<file path="src/rtl/pio_mem_bridge_if.sv">
// PIO host bus and memory-slave bus bundle for pio_mem_bridge.
// slave = bridge view, master = host/memory side view.
`ifndef PIO_NBITS
`define PIO_NBITS 32
`endif

interface pio_mem_bridge_if #(
   parameter int NUM_MEM = 4
);
   logic                          pio_req;
   logic                          pio_rw;
   logic [`PIO_NBITS-1:0]         pio_addr;
   logic [`PIO_NBITS-1:0]         pio_wdata;
   logic                          pio_busy;
   logic                          pio_ack;
   logic                          pio_err;
   logic [`PIO_NBITS-1:0]         pio_rdata;
   logic [15:0]                   err_cnt;
   logic [`PIO_NBITS-1:0]         reg_addr;
   logic [`PIO_NBITS-1:0]         reg_din;
   logic                          reg_rd;
   logic                          reg_wr;
   logic [NUM_MEM-1:0]            reg_ms;
   logic [NUM_MEM-1:0]            mem_ack;
   logic [NUM_MEM*`PIO_NBITS-1:0] mem_rdata;

   modport slave (
      input  pio_req, pio_rw, pio_addr, pio_wdata,
      input  mem_ack, mem_rdata,
      output pio_busy, pio_ack, pio_err, pio_rdata, err_cnt,
      output reg_addr, reg_din, reg_rd, reg_wr, reg_ms
   );

   modport master (
      output pio_req, pio_rw, pio_addr, pio_wdata,
      output mem_ack, mem_rdata,
      input  pio_busy, pio_ack, pio_err, pio_rdata, err_cnt,
      input  reg_addr, reg_din, reg_rd, reg_wr, reg_ms
   );
endinterface

</file>
<file path="src/rtl/pio_mem_bridge.sv">
// PIO target bridge: decodes a host request onto one of NUM_MEM slaves,
// strobes it, waits for its stretched ack (with timeout) and responds.
`ifndef PIO_NBITS
`define PIO_NBITS 32
`endif

module pio_mem_bridge #(
   parameter int                    NUM_MEM   = 4,
   parameter int                    SEL_LSB   = 12,
   parameter int                    SEL_NBITS = 2,
   parameter int                    TO_NBITS  = 8,
   parameter logic [`PIO_NBITS-1:0] ERR_DATA  = 32'hBAD0_0BAD
) (
   input  logic                 clk,
   input  logic                 rst,
   pio_mem_bridge_if.slave      bus
);
   localparam int W = `PIO_NBITS;
   localparam logic [SEL_NBITS:0] NM =
      (SEL_NBITS+1)'(NUM_MEM);
   localparam logic [TO_NBITS-1:0] TO_LAST =
      {{(TO_NBITS-1){1'b1}}, 1'b0};

   typedef enum logic [1:0] {
      IDLE, PRE, WAIT, RESP
   } state_t;

   state_t               state;
   logic                 rw_q;
   logic                 err_q;
   logic [SEL_NBITS-1:0] sel_q;
   logic [TO_NBITS-1:0]  to_cnt;
   logic [W-1:0]         rdata_q;

   logic [SEL_NBITS-1:0] req_sel;
   logic                 req_bad;
   logic [NUM_MEM-1:0]   req_ms;
   logic                 ack_sel;
   logic [W-1:0]         rdata_sel;
   logic                 to_fire;

   assign req_sel = bus.pio_addr[SEL_LSB +: SEL_NBITS];
   assign req_bad = {1'b0, req_sel} >= NM;
   // the cycle whose increment would reach all-ones is the last one allowed
   assign to_fire = (to_cnt == TO_LAST);

   // decode the incoming select and mux the latched slave's ack and data
   always_comb begin
      req_ms    = '0;
      ack_sel   = 1'b0;
      rdata_sel = '0;
      for (int i = 0; i < NUM_MEM; i++) begin
         if (req_sel == SEL_NBITS'(i))
            req_ms[i] = 1'b1;
         if (sel_q == SEL_NBITS'(i)) begin
            ack_sel   = bus.mem_ack[i];
            rdata_sel = bus.mem_rdata[i*W +: W];
         end
      end
   end

   // request sequencer: accept, wait for stale ack to clear, strobe,
   // wait for ack or timeout, then pulse the host completion
   always_ff @(posedge clk or posedge rst) begin
      if (rst) begin
         state         <= IDLE;
         rw_q          <= 1'b0;
         err_q         <= 1'b0;
         sel_q         <= '0;
         to_cnt        <= '0;
         rdata_q       <= '0;
         bus.pio_busy  <= 1'b0;
         bus.pio_ack   <= 1'b0;
         bus.pio_err   <= 1'b0;
         bus.pio_rdata <= '0;
         bus.err_cnt   <= '0;
         bus.reg_addr  <= '0;
         bus.reg_din   <= '0;
         bus.reg_rd    <= 1'b0;
         bus.reg_wr    <= 1'b0;
         bus.reg_ms    <= '0;
      end else begin
         bus.reg_rd  <= 1'b0;
         bus.reg_wr  <= 1'b0;
         bus.pio_ack <= 1'b0;
         bus.pio_err <= 1'b0;
         unique case (state)
            IDLE: begin
               if (bus.pio_req) begin
                  rw_q         <= bus.pio_rw;
                  sel_q        <= req_sel;
                  bus.reg_addr <= bus.pio_addr;
                  bus.reg_din  <= bus.pio_wdata;
                  bus.pio_busy <= 1'b1;
                  if (req_bad) begin
                     err_q <= 1'b1;
                     state <= RESP;
                  end else begin
                     err_q      <= 1'b0;
                     bus.reg_ms <= req_ms;
                     to_cnt     <= '0;
                     state      <= PRE;
                  end
               end
            end
            PRE: begin
               to_cnt <= to_cnt + 1'b1;
               if (to_fire) begin
                  err_q <= 1'b1;
                  state <= RESP;
               end else if (!ack_sel) begin
                  bus.reg_rd <= ~rw_q;
                  bus.reg_wr <= rw_q;
                  state      <= WAIT;
               end
            end
            WAIT: begin
               to_cnt <= to_cnt + 1'b1;
               if (to_fire) begin
                  err_q <= 1'b1;
                  state <= RESP;
               end else if (ack_sel) begin
                  rdata_q <= rdata_sel;
                  state   <= RESP;
               end
            end
            RESP: begin
               bus.pio_ack  <= 1'b1;
               bus.pio_err  <= err_q;
               bus.reg_ms   <= '0;
               bus.pio_busy <= 1'b0;
               state        <= IDLE;
               if (err_q)
                  bus.pio_rdata <= ERR_DATA;
               else if (!rw_q)
                  bus.pio_rdata <= rdata_q;
               if (err_q && bus.err_cnt != 16'hFFFF)
                  bus.err_cnt <= bus.err_cnt + 16'd1;
            end
            default: state <= IDLE;
         endcase
      end
   end
endmodule

</file>
<file path="src/flat_wrapper.sv">
// flat-port wrapper written by rule: the top's interface ports become plain ports
module pio_mem_bridge_flat 
#(
   parameter int                    NUM_MEM   = 4,
   parameter int                    SEL_LSB   = 12,
   parameter int                    SEL_NBITS = 2,
   parameter int                    TO_NBITS  = 8,
   parameter logic [`PIO_NBITS-1:0] ERR_DATA  = 32'hBAD0_0BAD
)
  (clk, rst, bus_pio_req, bus_pio_rw, bus_pio_addr, bus_pio_wdata, bus_mem_ack, bus_mem_rdata, bus_pio_busy, bus_pio_ack, bus_pio_err, bus_pio_rdata, bus_err_cnt, bus_reg_addr, bus_reg_din, bus_reg_rd, bus_reg_wr, bus_reg_ms);
  pio_mem_bridge_if #(.NUM_MEM(NUM_MEM)) bus_i ();
  input  logic clk;
  input  logic rst;
  input wire logic [$bits(bus_i.pio_req)-1:0] bus_pio_req;
  input wire logic [$bits(bus_i.pio_rw)-1:0] bus_pio_rw;
  input wire logic [$bits(bus_i.pio_addr)-1:0] bus_pio_addr;
  input wire logic [$bits(bus_i.pio_wdata)-1:0] bus_pio_wdata;
  input wire logic [$bits(bus_i.mem_ack)-1:0] bus_mem_ack;
  input wire logic [$bits(bus_i.mem_rdata)-1:0] bus_mem_rdata;
  output wire logic [$bits(bus_i.pio_busy)-1:0] bus_pio_busy;
  output wire logic [$bits(bus_i.pio_ack)-1:0] bus_pio_ack;
  output wire logic [$bits(bus_i.pio_err)-1:0] bus_pio_err;
  output wire logic [$bits(bus_i.pio_rdata)-1:0] bus_pio_rdata;
  output wire logic [$bits(bus_i.err_cnt)-1:0] bus_err_cnt;
  output wire logic [$bits(bus_i.reg_addr)-1:0] bus_reg_addr;
  output wire logic [$bits(bus_i.reg_din)-1:0] bus_reg_din;
  output wire logic [$bits(bus_i.reg_rd)-1:0] bus_reg_rd;
  output wire logic [$bits(bus_i.reg_wr)-1:0] bus_reg_wr;
  output wire logic [$bits(bus_i.reg_ms)-1:0] bus_reg_ms;
  assign bus_i.pio_req = bus_pio_req;
  assign bus_i.pio_rw = bus_pio_rw;
  assign bus_i.pio_addr = bus_pio_addr;
  assign bus_i.pio_wdata = bus_pio_wdata;
  assign bus_i.mem_ack = bus_mem_ack;
  assign bus_i.mem_rdata = bus_mem_rdata;
  assign bus_pio_busy = bus_i.pio_busy;
  assign bus_pio_ack = bus_i.pio_ack;
  assign bus_pio_err = bus_i.pio_err;
  assign bus_pio_rdata = bus_i.pio_rdata;
  assign bus_err_cnt = bus_i.err_cnt;
  assign bus_reg_addr = bus_i.reg_addr;
  assign bus_reg_din = bus_i.reg_din;
  assign bus_reg_rd = bus_i.reg_rd;
  assign bus_reg_wr = bus_i.reg_wr;
  assign bus_reg_ms = bus_i.reg_ms;
  pio_mem_bridge #(.NUM_MEM(NUM_MEM), .SEL_LSB(SEL_LSB), .SEL_NBITS(SEL_NBITS), .TO_NBITS(TO_NBITS), .ERR_DATA(ERR_DATA)) u_core (.clk(clk), .rst(rst), .bus(bus_i));
endmodule
</file>
<file path="config.mk">
export PLATFORM = sky130hd
export DESIGN_NAME = pio_mem_bridge_flat
export DESIGN_NICKNAME = d
export VERILOG_FILES = /design/src/rtl/pio_mem_bridge_if.sv /design/src/rtl/pio_mem_bridge.sv /design/src/flat_wrapper.sv
export SDC_FILE = /design/constraint.sdc
export NUM_CORES = 1
export LEC_CHECK = 0
export CORE_AREA = 4 4 122 124
export CTS_BUF_LIST = sky130_fd_sc_hd__clkbuf_8
export DETAILED_ROUTE_END_ITERATION = 8
export DIE_AREA = 0 0 126 128
export DONT_BUFFER_PORTS = 1
export GPL_ROUTABILITY_DRIVEN = 0
export GPL_TIMING_DRIVEN = 1
export PLACE_DENSITY_LB_ADDON = 0.12
export RECOVER_POWER = 25
export SKIP_CTS_REPAIR_TIMING = 1
export SLEW_MARGIN = 30
export SYNTH_ARGS = -nofsm -noshare
export SYNTH_HDL_FRONTEND = slang
export SYNTH_SLANG_ARGS = --single-unit
export TNS_END_PERCENT = 100
</file>
<file path="constraint.sdc">
create_clock -name clk -period 8.3 [get_ports clk]
set_clock_uncertainty 0.2 [all_clocks]
set_input_delay 1.66 -clock clk [delete_from_list [all_inputs] [get_ports clk]]
set_output_delay 1.66 -clock clk [all_outputs]
set_load 0.005 [all_outputs]
</file>
==> results.ini, run 1 <==
[hold_path]
min_path_type=reg -> reg
min_to=u_core.bus.pio_rdata[28]
hold_depth=2
worstHoldStart=u_core.rdata_q[28]

[die]
die_w_um=126
num_io_pins=321
coreArea_mm2=0.0138
die_area_mm2=0.0161
core.rowCount=43
initial_core_util_pct=53.5
die_h_um=128

[logic_synthesis]
syn-cell-area_mm2=0.00737
seq_area_frac_synth_pct=56.0
synth-seq-cells=165
synthTopCellsByArea=dfrtp_1 56%, mux4_2 10%, mux2_2 9.8%, mux2_1 5.2%, a22o_1 2.4%
ys_async_sr_fraction_pct=100
yosys.area.top_type=dfrtp_1
synth_edf_count=0
yosysTopAreaCellShare_pct=56.0
synth-warning-count=0
synth_nets=744
synth_top_flop_cell=dfrtp_1
syn_avg_cell_area_um2=13.8
syn_inst=535
ys_types=40

[routing]
routed_wl_mm=17.6
first_pass_iters=4
vias=4468
via_per_inst=6.16
post_drt_wl_per_cell_um=24.2
drt_iter0_markers=260
drc_errors=0
ant_nets=0

[layout]
final_common_cell=dfrtp_1
syn2layout_area_growth_pct=8.52
fill_cells=1145
fin_nets=741
insertedDiodeCount=0
multiInputGateArea_mm2=0.00308
ff_latch_area_mm2=0.00413
postLayoutCellArea_mm2=0.00800
drive_gt1_share_pct=26.1
most-common-layout-cells=163 x dfrtp_1, 64 x mux2_2, 43 x nand2_1

[clock_tree]
clock_sinks=165
cts_buffers=17
htreeDepth=4
clk_path_buf_depth=2
ctsRootBufferMaster=clkbuf_8
clk_pin_slew_ns=0.09
cts_tree=built
clk_latency_ns=0.45

[sta]
setup_viol=0
fmax_mhz=231
rsz0062_at_grt=false
worstMarginPinSlew_ns=3.43
fin_crit_ns=4.33
final.setup.tns_ns=0
relSlewSlack_pct=-130
hold_violations=0
slew_violations=116
timing.final.crit_share_pct=52.1

[global_route]
grt_max_degree=86
antenna_found_initial=0
gr-total-overflow=0
grt_pass1_vias=4773
grt_pass1_wl_mm=26.9
grt_use_total_pct=21.6

[run_status]
status=finished, violations left
violations=capacitance limit, slew limit

[place]
placed_area_mm2=0.00756
io_buffer_count=0
dp_hpwl_mm=13.4

[worst_setup_path]
slowest_delay_ns=1.92
end_kind=flip-flop
crit_top_cell=buf_8
crit_buf_inv=3
path_delay_family=buffers and inverters
rr_worst_depth=6
rr_endpoint=u_core.rdata_q[27]
worst_ep_required_time_ns=8.43
path_cells=clkbuf_1 > mux4_2 > o211ai_4 > buf_8 > buf_8 > mux2_1
start_kind=flip-flop
critPathArrivalTime_ns=4.46
path_max_fanout=33
cp_slowest_cell=clkbuf_1
crit_type=reg -> reg
r2r_start=u_core.sel_q[0]
r2r_slack_ns=3.97

[pwr]
peakVddDrop_uv=246
power_density_mw_per_mm2=379
leakage_uw=0.00345

[run]
cap_violations=2

-- synth_stat cells, types with 3 or more instances --
master and number:
nor2_1 17, a22o_1 20, and4_1 3, o21ai_1 7
xnor2_1 16, nand4_1 5, a21oi_1 4, mux4_2 33
nor4_1 3, mux2_1 34, o22ai_1 4, ha_1 9
buf_2 8, nor2b_1 3, mux2_2 64, o21ai_0 5
and3_1 6, clkbuf_1 18, nand3_1 29, inv_1 14
nor3_1 3, nand2_1 44, o211ai_1 3, dfrtp_1 165
-- where the power goes --
group,total [uW],switching [uW],internal [uW]
clock network,637,298,338
logic,919,408,510
registers,1480,323,1150
-- kinds of logic (layout without fill, tap and decap cells) --
family	after synthesis	after routing	share of synthesized area, %
muxes	133	133	25.3
and+or+nand+nor	118	118	7.64
adders and majority gates	9	9	1.53
buffers and inverters	42	52	2.38
xor gates and xnor gates	16	16	1.90
DFF	165	165	56.0
AOI/OAI and AO/OA	52	52	5.18
-- final cells by class --
type                            instances  area share [%]
Clock buffer                           18            3.10
Clock inverter                         14            2.50
Inverter                               14           0.673
Multi-Input combinational cell        328            38.5
Sequential cell                       165            51.7
Tap cell                              180            2.82
Timing Repair Buffer                    6           0.751
-- sequential cells by signal, indices dropped and copies added (netlist names) --
register,count
u_core.bus.pio_rdata,32
u_core.bus.reg_din,32
u_core.rdata_q,32
u_core.bus.reg_addr,31
u_core.bus.err_cnt,16
u_core.to_cnt,8
u_core.bus.reg_ms,4
u_core.state,2
u_core.bus.pio_ack,1
u_core.bus.pio_busy,1
u_core.bus.pio_err,1
u_core.bus.reg_rd,1
u_core.bus.reg_wr,1
u_core.err_q,1
u_core.rw_q,1
u_core.sel_q,1
-- worst register-to-register path, delay by kind of cell, from the launching register on --
kind / cells / cell delay [ns]
AOI/OAI and AO/OA: 1 / 0.15
buffers and inverters: 3 / 2.33
DFF: 1 / 0.40
muxes: 2 / 1.12
-- per-layer routing --
layer	vias up	track usage (%)	wire [um]
li1	1942	-	-
met2	208	35.7	8990
met3	18	8.29	1620
met4	0	5.24	155
met5	-	0	0
met1	2300	27.1	6790
-- worst max-delay path by stage --
stage                                       start  slack (ns)                endpoint  cells past startpoint
after global placement                        rst        4.87  u_core.bus.err_cnt[10]                      2
after floorplan                               rst        1.98   u_core.bus.err_cnt[0]                      1
after detailed placement           bus_mem_ack[3]        4.88      u_core.rdata_q[25]                      5
after global routing              u_core.sel_q[0]        3.54      u_core.rdata_q[23]                      6
final                             u_core.sel_q[0]        3.97      u_core.rdata_q[27]                      6
after CTS                 u_core.bus.reg_addr[13]        5.02        bus_reg_addr[13]                      0
-- through the flow --
| step | worst slack, ns | cells | power (uW) | utilization [%] | hold WS [ns] |
|---|---|---|---|---|---|
| floorplan | 1.98 | 535 | 2140 | - | 0.248 |
| global placement | 4.87 | 691 | 2370 | 54.6 | 0.271 |
| detailed placement | 4.88 | 693 | 2430 | 54.9 | 0.276 |
| CTS | 5.02 | 725 | 3070 | 58.1 | 0.290 |
| global route | 3.54 | 725 | 3240 | 58.1 | 0.316 |
| finish | 3.97 | 725 | 3030 | 58.1 | 0.284 |
Note: power is estimated with default switching activity, not from simulation.
==> inputs of run 2 (changes only) <==
clock period = 4.3 ns   (was 8.3 ns; I/O delays follow)
==> run 2 against run 1 <==
Net effect:
- the flow still finishes with violations (capacitance limit, slew limit)
- critical path depth fell by 4
- sequential power grew 92%
- core utilization is 0.055 points lower
- critical path type is now in -> async
- largest cell class unchanged
==> results.ini, run 2 (synthesis gave the netlist of run 1 again) <==
[layout]
reg_top3=u_core.bus.pio_rdata x32, u_core.bus.reg_din x32, u_core.rdata_q x32
insertedDiodeCount=0
fin_nets=744
final_common_cell=dfrtp_1
syn2layout_area_growth_pct=8.42
most-common-layout-cells=163 x dfrtp_1, 64 x mux2_2, 43 x nand2_1
drive_gt1_share_pct=26.0
postLayoutCellArea_mm2=0.00799

[worst_setup_path]
slowest_delay_ns=1.44
cp_slowest_cell=clkbuf_2
crit_cells=2
crit_start=rst
crit_buf_inv=2
path_delay_family=buffers and inverters
r2r_start=u_core.bus.reg_addr[13]
rr_worst_depth=5
r2r_slack_ns=1.66
worst_ep_required_time_ns=4.18
path_cells=clkinvlp_2 > clkbuf_2
critPathArrivalTime_ns=2.89
end_kind=asynchronous set/reset pin
crit_path_end=u_core.sel_q[0]
crit_type=in -> async
start_kind=primary input
path_max_fanout=74
rr_endpoint=u_core.rdata_q[22]

[clock_tree]
clock_sinks=165
clk_pin_slew_ns=0.08
ctsRootBufferMaster=clkbuf_8
clk_latency_ns=0.45
cts_tree=built
clk_path_buf_depth=2
cts_buffers=17
htreeDepth=4

[routing]
drc_errors=0
routed_wl_mm=18.0
post_drt_wl_per_cell_um=24.8
first_pass_iters=4
vias=4471
via_per_inst=6.15
drt_iter0_markers=236
ant_nets=0

[sta]
slew_violations=146
final.setup.tns_ns=0
timing.final.crit_share_pct=70.0
worstMarginPinSlew_ns=1.81
hold_violations=0
relSlewSlack_pct=-20.9
fmax_mhz=332
fin_crit_ns=3.01
rsz0062_at_grt=false
setup_viol=0
fin_ws_ns=1.29

[place]
dp_hpwl_mm=13.7
io_buffer_count=0
placed_area_mm2=0.00761
dp_slack_ns=1.64

[die]
die_h_um=128
coreArea_mm2=0.0138
num_io_pins=321
initial_core_util_pct=53.5
die_area_mm2=0.0161
core.rowCount=43
die_w_um=126

[pwr]
peakVddDrop_uv=441
leakage_uw=0.00348
power_density_mw_per_mm2=722

[global_route]
grt_pass1_vias=4634
grt_use_total_pct=22.2
grt.met1_usage_pct=27.2
gr-total-overflow=0
grt_pass1_wl_mm=27.5
met3_usage_pct=9.42
antenna_found_initial=0
grt_use_met2_pct=36.7
grt_busiest_layer=met2
grt_max_degree=75

[run_status]
status=finished, violations left
violations=capacitance limit, slew limit

[run]
cap_violations=2

[hold_path]
min_path_type=in -> async

## run 2: power breakdown
group | internal, uW | total, uW | switching, uW
Sequential | 2230 | 2840 | 617
Combinational | 992 | 1770 | 779
Clock | 610 | 1150 | 542
Total | 3830 | 5770 | 1940
## run 2: how the worst min path moves through the flow
stage	end	slack (ns)
after floorplan	u_core.to_cnt[6]	0.25
after global placement	u_core.bus.pio_rdata[0]	0.27
after detailed placement	u_core.bus.pio_rdata[7]	0.28
after CTS	u_core.bus.err_cnt[12]	0.10
after global routing	u_core.bus.err_cnt[8]	0.30
final	u_core.bus.err_cnt[11]	0.25
## run 2: metrics by stage
stage	total power, uW	instances	util, %	hold WS [ns]
6_report	5770	727	58.0	0.251
2_1_floorplan	4140	535	-	0.248
4_1_cts	5850	727	58.2	0.101
5_1_grt	6150	727	58.0	0.298
3_5_place_dp	4690	696	55.3	0.280
3_3_place_gp	4570	694	54.9	0.272
## run 2: per-layer routing
metal	vias up	routed length, um	share of wire, %
li1	1944	-	-
met1	2313	6860	38
met2	198	9240	51
met3	16	1770	9.8
met4	0	165	0.91
met5	-	0	0
## run 2: cell type report
class,instances,area [um2]
clock buffers,20,275
well taps,180,225
fillers,1122,5780
flip-flops and latches,165,4130
repair buffers,9,90.1
clock inverters,11,135
inverters,14,53.8
multi-input cells,328,3080
==> inputs of run 3 (changes only) <==
ABC_AREA = 1   (was not set)
CORE_AREA = 4 4 124 126   (was 4 4 122 124)
DIE_AREA = 0 0 128 130   (was 0 0 126 128)
clock period = 2.4 ns   (was 4.3 ns; I/O delays follow)
==> run 3 against run 2 <==
Net effect:
- via count rose by 47%
- die area rose by 3.2%
- critical endpoint is now u_core.bus.err_cnt[1]
- largest power group unchanged
- area after synthesis rose by 3.9%
- the flow now finishes without violations
==> results.ini, run 3 <==
[run_status]
status=finished, final reports clean

[routing]
first_pass_iters=5
ant_nets=0
vias=6553
post_drt_wl_per_cell_um=17.9
drt_iter0_markers=472
drc_errors=0
via_per_inst=5.35
routed_wl_mm=22.0

[global_route]
antenna_found_initial=0
gr-total-overflow=0
grt_use_total_pct=24.2
grt_pass1_wl_mm=31.1
grt_pass1_vias=5859
grt_max_degree=69

[layout]
fin_nets=1242
reg_top3=u_core.bus.pio_rdata x32, u_core.bus.reg_din x32, u_core.rdata_q x32
syn2layout_area_growth_pct=15.9
most-common-layout-cells=470 x nand2_1, 165 x dfrtp_1, 78 x inv_1
fill_cells=1239
insertedDiodeCount=0
final_common_cell=nand2_1
postLayoutCellArea_mm2=0.00887
drive_gt1_share_pct=5.76

[run]
cap_violations=0

[worst_setup_path]
crit_type=reg -> reg
crit_buf_inv=0
path_delay_family=simple AND/OR/NAND/NOR gates
crit_top_cell=nand2_1
path_max_fanout=15
start_kind=flip-flop
path_cells=ha_1 > nand3_1 > nor3_2 > nand2_2 > nor2_1 > nor2_2 > nand2_1 > nand2_1
worst_ep_required_time_ns=2.58
critPathArrivalTime_ns=2.29
slowest_delay_ns=0.48
cp_slowest_cell=nor2_2
end_kind=flip-flop

[die]
die_w_um=128
num_io_pins=321
coreArea_mm2=0.0143
die_h_um=130
core.rowCount=44
die_area_mm2=0.0166
initial_core_util_pct=53.5

[clock_tree]
clk_pin_slew_ns=0.08
ctsRootBufferMaster=clkbuf_8
cts_buffers=17
clk_path_buf_depth=2
htreeDepth=4
clk_latency_ns=0.44
cts_tree=built
clock_sinks=165

[sta]
rsz0062_at_grt=false
holdWs_ns=0.0349
hold_violations=0
worstMarginPinSlew_ns=1.08
slew_violations=0
final.setup.tns_ns=0
setup_viol=0
fmax_mhz=474
timing.final.crit_share_pct=87.8
fin_ws_ns=0.292
fin_crit_ns=2.11
relSlewSlack_pct=27.7

[pwr]
clkPwrFrac_pct=16.5
intPower_uw=5940
pwr-share-comb_pct=35.1
netSwitchingPower_uw=4250
power_frac_seq_pct=48.3
peakVddDrop_uv=635
power_density_mw_per_mm2=1150
p_total_uw=10200
sw_frac_of_total_pct=41.7
leakage_uw=0.00444

[logic_synthesis]
ys_types=30
seq_area_frac_synth_pct=53.9
yosys.area.top_type=dfrtp_1
syn_avg_cell_area_um2=7.91
synth_top_flop_cell=dfrtp_1
synth_common_cells=471 x nand2_1, 165 x dfrtp_1, 76 x inv_1, 44 x o21ai_0, 38 x nand4_1
synth_nets=1177
synth-seq-cells=165
syn_inst=968
synthTopCellsByArea=dfrtp_1 54%, nand2_1 23%, inv_1 3.7%, nand4_1 3.1%, o21ai_0 2.9%
yosysTopAreaCellShare_pct=53.9
synth_edf_count=0
synth.most_common_cell=nand2_1
syn-cell-area_mm2=0.00765
synth-warning-count=0
ys_async_sr_fraction_pct=100

[hold_path]
min_path_type=in -> reg

[place]
io_buffer_count=0
dp_slack_ns=0.0530
placed_area_mm2=0.00791
dp_hpwl_mm=15.4

-- run 3: cell count changes after synthesis, sizes merged, moves of 33 or more --
cell | before | now
nand2 | 44 | 473
mux2 | 98 | 0
inv | 14 | 77
o21ai | 13 | 54
mux4 | 33 | 0
nand4 | 5 | 38
-- run 3: cell families (layout without fill, tap and decap cells) --
logic type / count (synthesis) / after routing / share of synthesized area [%]
flops: 165 / 165 / 53.9
simple gates: 581 / 581 / 30.8
compound gates: 82 / 82 / 5.97
xor+xnor: 13 / 13 / 1.49
fa+ha+maj: 9 / 9 / 1.47
buf+inv: 118 / 191 / 6.36
-- run 3: path summary, 6_finish.rpt --
path / start / endpoint / slack [ns] / cells past startpoint
max in group asynchronous: rst / u_core.rdata_q[11] / 0.37 / 3
worst max-delay path: u_core.bus.err_cnt[0] / u_core.bus.err_cnt[1] / 0.29 / 8
worst min-delay path: bus_pio_addr[12] / u_core.bus.reg_ms[1] / 0.03 / 2
worst min register to register: u_core.rdata_q[20] / u_core.bus.pio_rdata[20] / 0.28 / 2
min in group asynchronous: rst / u_core.rw_q / 0.52 / 2
worst max register to register: u_core.bus.err_cnt[0] / u_core.bus.err_cnt[1] / 0.29 / 8
-- run 3: layout make-up --
class                      count  area [um2]  share of cell area (%)
clock buffer                  20         275                    3.10
clock inverter                 7        38.8                   0.437
inverter                      77         290                    3.27
multi-input combinational    685        3050                    34.4
sequential                   165        4130                    46.5
tap                          184         230                    2.60
timing repair buffer          87         857                    9.66
-- run 3: worst reg2reg max path, cell delays in order, from the launching register on --
cell     delay [ns]
dfrtp_1        0.47
ha_1           0.29
nand3_1        0.15
nor3_2         0.07
nand2_2        0.11
nor2_1         0.06
nor2_2         0.48
nand2_1        0.13
nand2_1        0.09
-- run 3: metal layers --
metal / share of wire [%] / GRT usage, %
met1: 39 / 29.8
met2: 50 / 40.2
met3: 8.9 / 9.09
met4: 2.7 / 6.93
met5: 0 / 0
-- run 3: metrics by stage --
| step | util, % | std cells |
|---|---|---|
| 6_report | 62.0 | 1225 |
| 5_1_grt | 62.0 | 1225 |
| 4_1_cts | 57.4 | 1159 |
| 3_5_place_dp | 55.2 | 1132 |
| 3_3_place_gp | 55.2 | 1132 |
| 2_1_floorplan | - | 968 |
-- run 3: power by group through the flow --
stage,Combinational [uW],Clock [uW],Sequential [uW]
CTS,3480,1740,4940
global placement,3380,0,4970
floorplan,2610,0,4570
global route,4130,1850,5070
finish,3580,1680,4930
detailed placement,3500,0,4960
